$ cat src/rtl/capture_streamer.sv
// capture_streamer
//   Drain stage for the USB sniffer sample RAM. Reads captured 32-bit words
//   as a read-only Wishbone master between its own read pointer and the
//   sniffer's write pointer. It sends each word LSB-first as an 8-bit
//   valid/ready byte stream.
//
//   Optional build macro: CAPTURE_STREAMER_PREFETCH_EN
//     When defined, a second word buffer is added. The next word is read
//     while the current one is being sent. With tx_ready_i held high this
//     gives a sustained 1 byte/cycle.
//
//   Ports
//     clk_i, rst_i       clock, asynchronous active-high reset
//     enable_i           streaming enable (a word in progress always completes)
//     flush_i            pulse: discard unread data (rd_ptr := wr_ptr_i)
//     wr_ptr_i           sniffer next-write word index
//     rd_ptr_o           next word index to read
//     level_o            unread words, wr_ptr_i - rd_ptr_o mod 2^PTR_W
//     busy_o             FSM not idle
//     mem_*              Wishbone read master (sel=F, we=0, pipelined stall)
//     tx_data_o/valid_o  byte stream out, tx_ready_i sink ready
module capture_streamer #(
   parameter int unsigned PTR_W     = 12,
   parameter logic [31:0] BASE_ADDR = 32'h0000_0000
) (
   input  logic             clk_i,
   input  logic             rst_i,
   input  logic             enable_i,
   input  logic             flush_i,
   input  logic [PTR_W-1:0] wr_ptr_i,
   output logic [PTR_W-1:0] rd_ptr_o,
   output logic [PTR_W-1:0] level_o,
   output logic             busy_o,
   output logic [31:0]      mem_addr_o,
   output logic [3:0]       mem_sel_o,
   output logic             mem_we_o,
   output logic             mem_stb_o,
   input  logic             mem_stall_i,
   input  logic             mem_ack_i,
   input  logic [31:0]      mem_data_i,
   output logic [7:0]       tx_data_o,
   output logic             tx_valid_o,
   input  logic             tx_ready_i
);

   typedef enum logic [1:0] {IDLE, REQ, ACK, SEND} state_t;

   state_t           state_q, state_d;
   logic [PTR_W-1:0] rd_ptr_q, rd_ptr_d, rd_ptr_nxt;
   logic [31:0]      word_q, word_d;
   logic [31:0]      addr_q, addr_d;
   logic [1:0]       idx_q, idx_d;
   logic             flush_pend_q, flush_pend_d;
   logic             flush_now, xfer, last_xfer, rd_done, drop;

   function automatic logic [31:0] word_addr(input logic [PTR_W-1:0] p);
      return BASE_ADDR + (32'(p) << 2);
   endfunction

   assign rd_ptr_nxt = rd_ptr_q + PTR_W'(1);
   assign flush_now  = flush_i | flush_pend_q;
   assign xfer       = (state_q == SEND) & tx_ready_i;
   assign last_xfer  = xfer & (idx_q == 2'd3);
   assign rd_done    = mem_ack_i & (((state_q == REQ) & ~mem_stall_i) | (state_q == ACK));

`ifdef CAPTURE_STREAMER_PREFETCH_EN
   typedef enum logic [1:0] {PF_IDLE, PF_REQ, PF_WAIT} pf_state_t;

   pf_state_t   pf_state_q, pf_state_d;
   logic [31:0] pf_word_q, pf_word_d;
   logic        pf_valid_q, pf_valid_d;
   logic        discard_q, discard_d;
   logic        pf_ack_now, keep;

   assign pf_ack_now = mem_ack_i & ((pf_state_q == PF_WAIT) |
                                    ((pf_state_q == PF_REQ) & ~mem_stall_i));
   assign keep       = enable_i & ~flush_now;
   assign drop       = discard_q;
   assign mem_stb_o  = (state_q == REQ) | (pf_state_q == PF_REQ);
`else
   assign drop       = 1'b0;
   assign mem_stb_o  = (state_q == REQ);
`endif

   always_comb begin
      state_d      = state_q;
      rd_ptr_d     = rd_ptr_q;
      word_d       = word_q;
      addr_d       = addr_q;
      idx_d        = idx_q;
      flush_pend_d = flush_pend_q | flush_i;
`ifdef CAPTURE_STREAMER_PREFETCH_EN
      pf_state_d   = pf_state_q;
      pf_word_d    = pf_word_q;
      pf_valid_d   = pf_valid_q;
      discard_d    = discard_q;
      if ((pf_state_q == PF_REQ) && !mem_stall_i) pf_state_d = PF_WAIT;
      if (pf_ack_now) begin
         pf_word_d  = mem_data_i;
         pf_valid_d = 1'b1;
         pf_state_d = PF_IDLE;
      end
`endif

      case (state_q)
         IDLE: begin
            // flush beats a pending request in the same cycle
            if (flush_i) begin
               rd_ptr_d = wr_ptr_i;
            end else if (enable_i && (rd_ptr_q != wr_ptr_i)) begin
               state_d = REQ;
               addr_d  = word_addr(rd_ptr_q);
            end
         end
         REQ, ACK: begin
            if ((state_q == REQ) && !mem_stall_i) state_d = ACK;
            if (rd_done) begin
               if (drop) begin
                  state_d = IDLE;
               end else begin
                  word_d  = mem_data_i;
                  idx_d   = '0;
                  state_d = SEND;
               end
            end
         end
         SEND: begin
            if (xfer) idx_d = idx_q + 2'd1;
            if (last_xfer) begin
               rd_ptr_d = rd_ptr_nxt;
`ifdef CAPTURE_STREAMER_PREFETCH_EN
               pf_valid_d = 1'b0;
               pf_state_d = PF_IDLE;
               if (pf_valid_q || pf_ack_now) begin
                  if (keep) word_d = pf_valid_q ? pf_word_q : mem_data_i;
                  else      state_d = IDLE;
               end else if (pf_state_q == PF_REQ) begin
                  // Hand the in-flight prefetch to the main FSM; addr_q already
                  // holds its address. When not kept, its ack is only absorbed.
                  state_d   = mem_stall_i ? REQ : ACK;
                  discard_d = ~keep;
               end else if (pf_state_q == PF_WAIT) begin
                  state_d   = ACK;
                  discard_d = ~keep;
               end else begin
                  state_d = IDLE;
               end
`else
               state_d = IDLE;
`endif
            end
`ifdef CAPTURE_STREAMER_PREFETCH_EN
            if (!last_xfer && !pf_valid_q && (pf_state_q == PF_IDLE) &&
                enable_i && !flush_now && (rd_ptr_nxt != wr_ptr_i)) begin
               pf_state_d = PF_REQ;
               addr_d     = word_addr(rd_ptr_nxt);
            end
`endif
         end
         default: state_d = IDLE;
      endcase

      // A flush pending from a busy state lands on IDLE entry and overrides
      // the pointer increment made on the last byte.
      if ((state_d == IDLE) && (state_q != IDLE)) begin
         if (flush_now) rd_ptr_d = wr_ptr_i;
         flush_pend_d = 1'b0;
`ifdef CAPTURE_STREAMER_PREFETCH_EN
         discard_d  = 1'b0;
         pf_valid_d = 1'b0;
         pf_state_d = PF_IDLE;
`endif
      end
      if (state_q == IDLE) flush_pend_d = 1'b0;
   end

   always_ff @(posedge clk_i or posedge rst_i) begin
      if (rst_i) begin
         state_q      <= IDLE;
         rd_ptr_q     <= '0;
         word_q       <= '0;
         addr_q       <= BASE_ADDR;
         idx_q        <= '0;
         flush_pend_q <= 1'b0;
      end else begin
         state_q      <= state_d;
         rd_ptr_q     <= rd_ptr_d;
         word_q       <= word_d;
         addr_q       <= addr_d;
         idx_q        <= idx_d;
         flush_pend_q <= flush_pend_d;
      end
   end

`ifdef CAPTURE_STREAMER_PREFETCH_EN
   always_ff @(posedge clk_i or posedge rst_i) begin
      if (rst_i) begin
         pf_state_q <= PF_IDLE;
         pf_word_q  <= '0;
         pf_valid_q <= 1'b0;
         discard_q  <= 1'b0;
      end else begin
         pf_state_q <= pf_state_d;
         pf_word_q  <= pf_word_d;
         pf_valid_q <= pf_valid_d;
         discard_q  <= discard_d;
      end
   end
`endif

   assign rd_ptr_o   = rd_ptr_q;
   assign level_o    = wr_ptr_i - rd_ptr_q;
   assign busy_o     = (state_q != IDLE);
   assign mem_addr_o = mem_stb_o ? addr_q : word_addr(rd_ptr_q);
   assign mem_sel_o  = 4'hF;
   assign mem_we_o   = 1'b0;
   assign tx_valid_o = (state_q == SEND);
   assign tx_data_o  = word_q[{idx_q, 3'b000} +: 8];

endmodule

$ cat config.mk
export PLATFORM = sky130hd
export DESIGN_NAME = capture_streamer
export DESIGN_NICKNAME = d
export VERILOG_FILES = /design/src/rtl/capture_streamer.sv
export SDC_FILE = /design/constraint.sdc
export NUM_CORES = 1
export LEC_CHECK = 0
export BUFFER_PORTS_ARGS = -buffer_cell sky130_fd_sc_hd__buf_2
export CAP_MARGIN = 10
export CELL_PAD_IN_SITES_DETAIL_PLACEMENT = 0
export CELL_PAD_IN_SITES_GLOBAL_PLACEMENT = 1
export CORE_MARGIN = 4
export CORE_UTILIZATION = 35
export CTS_CLUSTER_DIAMETER = 100
export DETAILED_ROUTE_END_ITERATION = 10
export GPL_TIMING_DRIVEN = 0
export PLACE_DENSITY = 0.82
export SLEW_MARGIN = 20
export SYNTH_ARGS = -nofsm -noshare
export SYNTH_HDL_FRONTEND = slang
export SYNTH_SLANG_ARGS = --single-unit
$ cat constraint.sdc
create_clock -name clk_i -period 2.6 [get_ports clk_i]
set_clock_uncertainty 0.2 [all_clocks]
set_input_delay 0.52 -clock clk_i [delete_from_list [all_inputs] [get_ports clk_i]]
set_output_delay 0.52 -clock clk_i [all_outputs]
set_load 0.05 [all_outputs]
Word-level counts from Yosys, hierarchy flattened
Cells that the tools add are included.

operators by class
  bitwise logic cells = 8
  add/subtract/negate cells = 3
  reduce and logical (&&, ||, !) cells = 12
  multiplexer cells = 17
  equality and inequality tests = 7
  shifts and indexed selects = 1

operators with widths
  operator                 number
  $mux W12                 4
  $shiftx A32 B6 Y8        1
  $pmux W12 S2             1
  $mux W14                 1
  $mux W2                  7
  $add A12 B1 Y12 const B  1
  $ne A12 B12 Y1           1
  $sub A12 B12 Y12         1
  $eq A2 B2 Y1 const B     3
  $pmux W2 S3              1
  $reduce_and A3 Y1        2
  $and A1 B1 Y1            4
  $logic_not A2 Y1         2
  $pmux W2 S2              1
  $reduce_bool A2 Y1       2
  $logic_and A1 B1 Y1      3
  $add A2 B1 Y2 const B    1
  $eq A2 B1 Y1 const B     1
  $mux W1                  2
  $ne A2 B1 Y1 const B     1
  $ne A2 B2 Y1 const B     1
  $not A1 Y1               2
  $or A1 B1 Y1             2
  $reduce_and A2 Y1        1
  other kinds (2)          2

word-level totals
  flip-flop bits (word level) = 61
  output and inout port bits = 72
  input port bits = 51

Logic depth before layout (Yosys ltp)
  depth in word-level cells = 10
  depth in mapped cells = 10

Least setup slack after synthesis
No wires, ideal clock.

  kind = register to output
  start = register rd_ptr_q[4] (netlist: rd_ptr_o[4])
  end = output port level_o[9]
  path slack = -1611 ps
  arrival = 3491 ps
  path buffers = 1
  cell stages (with the launch flop) = 8
  cells stage by stage = dfrtp_1 -> buf_2 -> inv_1 -> ha_1 -> o21ai_0 -> a21oi_1 -> o211ai_1 -> o311ai_0

between the ends
  word-level cells in the longest chain between the ends = 1

ends and longest elaborated chain
  element                 RTL line  source
  start, declared         49        logic [PTR_W-1:0] rd_ptr_q, rd_ptr_d, rd_ptr_nxt;
  start signal, assigned  187       rd_ptr_q <= rd_ptr_d;
  $sub A12 B12 Y12        212       assign level_o = wr_ptr_i - rd_ptr_q;
  end, declared           32        output logic [PTR_W-1:0] level_o,

No other way between the ends.

Worst setup path in the final report
  start = register rd_ptr_q[0] (netlist: rd_ptr_o[0])
  end = output port level_o[10]

The elaborated chain is that of the path after synthesis.

==> metrics.md <==
| Metric | Value |
|---|---|
| Syn Inst Count | `412` |
| Outcome | `finished, violations left` |
| Syn_area_per_cell | `9.724 µm²` |
| Critical path endpoint | `level_o[10]` |
| Worst reg-to-reg setup slack | `0.02 ns` |
| Post-synthesis sequential area ratio | `0.3810` |
| Antenna violations before repair | `1` |
| RSZ-0062 raised after global routing | `yes` |
| Commonest cells post-synth | `dfrtp_1, o21ai_0, nand2_1` |
| Mapped cell area | `0.004006 mm²` |
| DRT Wirelength | `11,900 µm` |
| Unique masters post-synth | `56` |
| Minimum clock period | `3.032 ns` |
| DP HPWL | `8709 µm` |
| Max-cap violations | `0` |
| I/O pins | `123` |
| Initial Utilization | `0.3632` |
| Crit end category | `output port` |
| Worst Setup Path Type | `flip-flop to output port` |
| Number of enable flip-flop cells after synthesis | `0` |
| Worst skew pair latency | `0.33 ns` |
| Avg Vias per Cell | `5.136` |
| Die area | `0.01322 mm²` |
| Port Buffers | `95` |
| Routability cong. | `0.8429` |
| Dominant cell type by area after synthesis | `dfrtp_1` |
| Pin count of the biggest net entering global routing | `38` |
| Startpoint Class | `flip-flop` |
| DR pass1 iterations | `7` |
| First-pass GRT wire length | `18,710 µm` |
| Area share of the largest cell type after synthesis | `0.3810` |
| Number of global-route vias before repair | `3,731` |
| Peak Freq | `329.9 MHz` |
| Gr ovfl total | `0` |
| R2r endpoint | `rd_ptr_o[4]` |
| Most used DFF post-synth | `dfrtp_1` |
| Data required, critical path | `1.88 ns` |
| Critical R2R Launch | `state_q[0]` |
| Fin crit share | `1.166` |
| Fill cells | `960` |
| Remaining DRCs | `0` |
| Worst Hold Class | `primary input to flip-flop` |
| Antenna Nets Post-Route | `0` |
| Nets | `650` |
| Initial DRC Count | `213` |
| Area after DPL | `0.005069 mm²` |
| GRT Total Usage | `0.1791` |
| Final worst slack | `-0.4316 ns` |
| Most area-consuming cells after synthesis | `dfrtp_1, mux2_2, ha_1` |
| Chip width | `115.0 µm` |
| Clock transition at the registers of the reported paths | `0.06 ns` |
| Worst EP arrival | `2.31 ns` |
| Async SR Flop Fraction | `1.000` |
| H-tree level count | `3` |
| Final instance area | `0.006071 mm²` |
| # setup viols final | `9` |
| Sink Count | `61` |
| Max-slew violations | `0` |
| YS warnings | `0` |
| Layout cells sized above 1 | `0.5556` |
| CTS tree | `built` |
| Reg2reg path depth | `9` |
| Critical path fanouts, max | `2` |
| Reg area | `0.001541 mm²` |
| Synth Register Bits | `61` |
| Clock root buffer | `clkbuf_16` |
| Die height | `115.0 µm` |
| Multi-input gate area | `0.002689 mm²` |
| Via count | `3,729` |
| Final Hold Fails | `0` |
| Site Rows | `38` |
| Max Root-Sink Buffers | `2` |
| Failing checks | `setup timing` |
| Count leader, synth | `dfrtp_1` |
| Worst Setup SP | `rd_ptr_o[0]` |
| Core Box Area | `0.01103 mm²` |
| P&R area growth vs syn | `51.53%` |
| CTS buffer count | `9` |
| Routed wire per std cell | `16.38 µm` |
==> per-stage QoR <==
stage	TNS (ns)	setup slack, ns	instances	hold WS (ns)	utilization
floorplan	-1.325	-0.2530	435	0.2497	-
global placement	-34.81	-0.5676	670	0.2616	0.4575
detailed placement	-10.50	-0.5710	671	0.2701	0.4595
CTS	-2.670	-0.4377	708	0.2079	0.5278
global route	-3.565	-0.5238	726	0.2141	0.5504
finish	-2.604	-0.4316	726	0.2206	0.5504
==> cells in the final DEF (no fill, tap or decap), types with 9 or more instances in the layout <==
| cell type | synthesis | final |
|---|---|---|
| mux2_2 | 35 | 35 |
| buf_6 | 1 | 15 |
| o21ai_0 | 42 | 25 |
| o21ai_2 | 0 | 12 |
| buf_4 | 27 | 64 |
| buf_2 | 8 | 90 |
| a21oi_1 | 20 | 14 |
| nand2_1 | 39 | 38 |
| ha_4 | 0 | 12 |
| nor2_1 | 23 | 20 |
| dfrtp_1 | 61 | 49 |
| dfrtp_2 | 0 | 12 |
| conb_1 | 2 | 25 |
| clkbuf_16 | 0 | 9 |
| inv_1 | 25 | 13 |
==> flip-flops by register name, indices dropped and copies added (netlist names) <==
register      cells
word_q           32
addr_q           12
idx_q             2
flush_pend_q      1
state_q           2
rd_ptr_o         12
==> critical path: stages (launching register included) <==
cell,delay [ns]
dfrtp_2,0.42
ha_4,0.17
fa_2,0.35
nor2b_2,0.15
o21ai_2,0.08
a21oi_2,0.20
o31ai_4,0.10
a21oi_4,0.19
xor2_4,0.15
buf_6,0.17
==> final cells by class <==
cell class / count / area share
multi-input combinational: 301 / 0.4429
sequential: 61 / 0.2539
timing repair buffer: 136 / 0.1465
buffer: 45 / 0.05070
clock buffer: 11 / 0.03998
tap: 140 / 0.02885
inverter: 26 / 0.01917
clock inverter: 5 / 0.01752
antenna: 1 / 0.0004122
==> worst min-delay path by stage <==
stage / startpoint / to / slack, ns / cells after the start
CTS: mem_data_i[10] / word_q[10] / 0.21 / 2
finish: mem_data_i[31] / word_q[31] / 0.22 / 2
global placement: addr_q[12] / addr_q[12] / 0.26 / 2
detailed placement: addr_q[12] / addr_q[12] / 0.27 / 2
floorplan: addr_q[10] / addr_q[10] / 0.25 / 2
global route: mem_data_i[10] / word_q[10] / 0.21 / 2
==> metal layers <==
layer | up-vias | GRT usage | share of wire | routed length, µm
met5 | - | 0 | 0 | 0
met4 | 0 | 0.07277 | 0.018 | 219
met1 | 1820 | 0.2396 | 0.43 | 5163
li1 | 1751 | - | - | -
met3 | 16 | 0.03368 | 0.062 | 735
met2 | 142 | 0.2863 | 0.49 | 5777
==> repair_timing <==
item                                   4_1_cts  5_1_grt
setup buffers                               21       17
setup endpoints to repair                   53       43
gates resized for setup                     61       29
gates cloned                                 0        1
pin swaps                                   17       14
hold buffers                                 1        0
endpoints found under the hold margin       24        0
==> cells by family after synthesis <==
| logic type | synth area share |
|---|---|
| buf+inv | 0.09806 |
| simple gates | 0.1184 |
| compound gates | 0.1580 |
| mux | 0.1574 |
| flops | 0.3810 |
| other cells | 0.001875 |
| xor+xnor | 0.02405 |
| fa+ha+maj | 0.06121 |
Power is not shown: default switching activity piles up to over one toggle a cycle in this logic, so the estimate is an artifact.
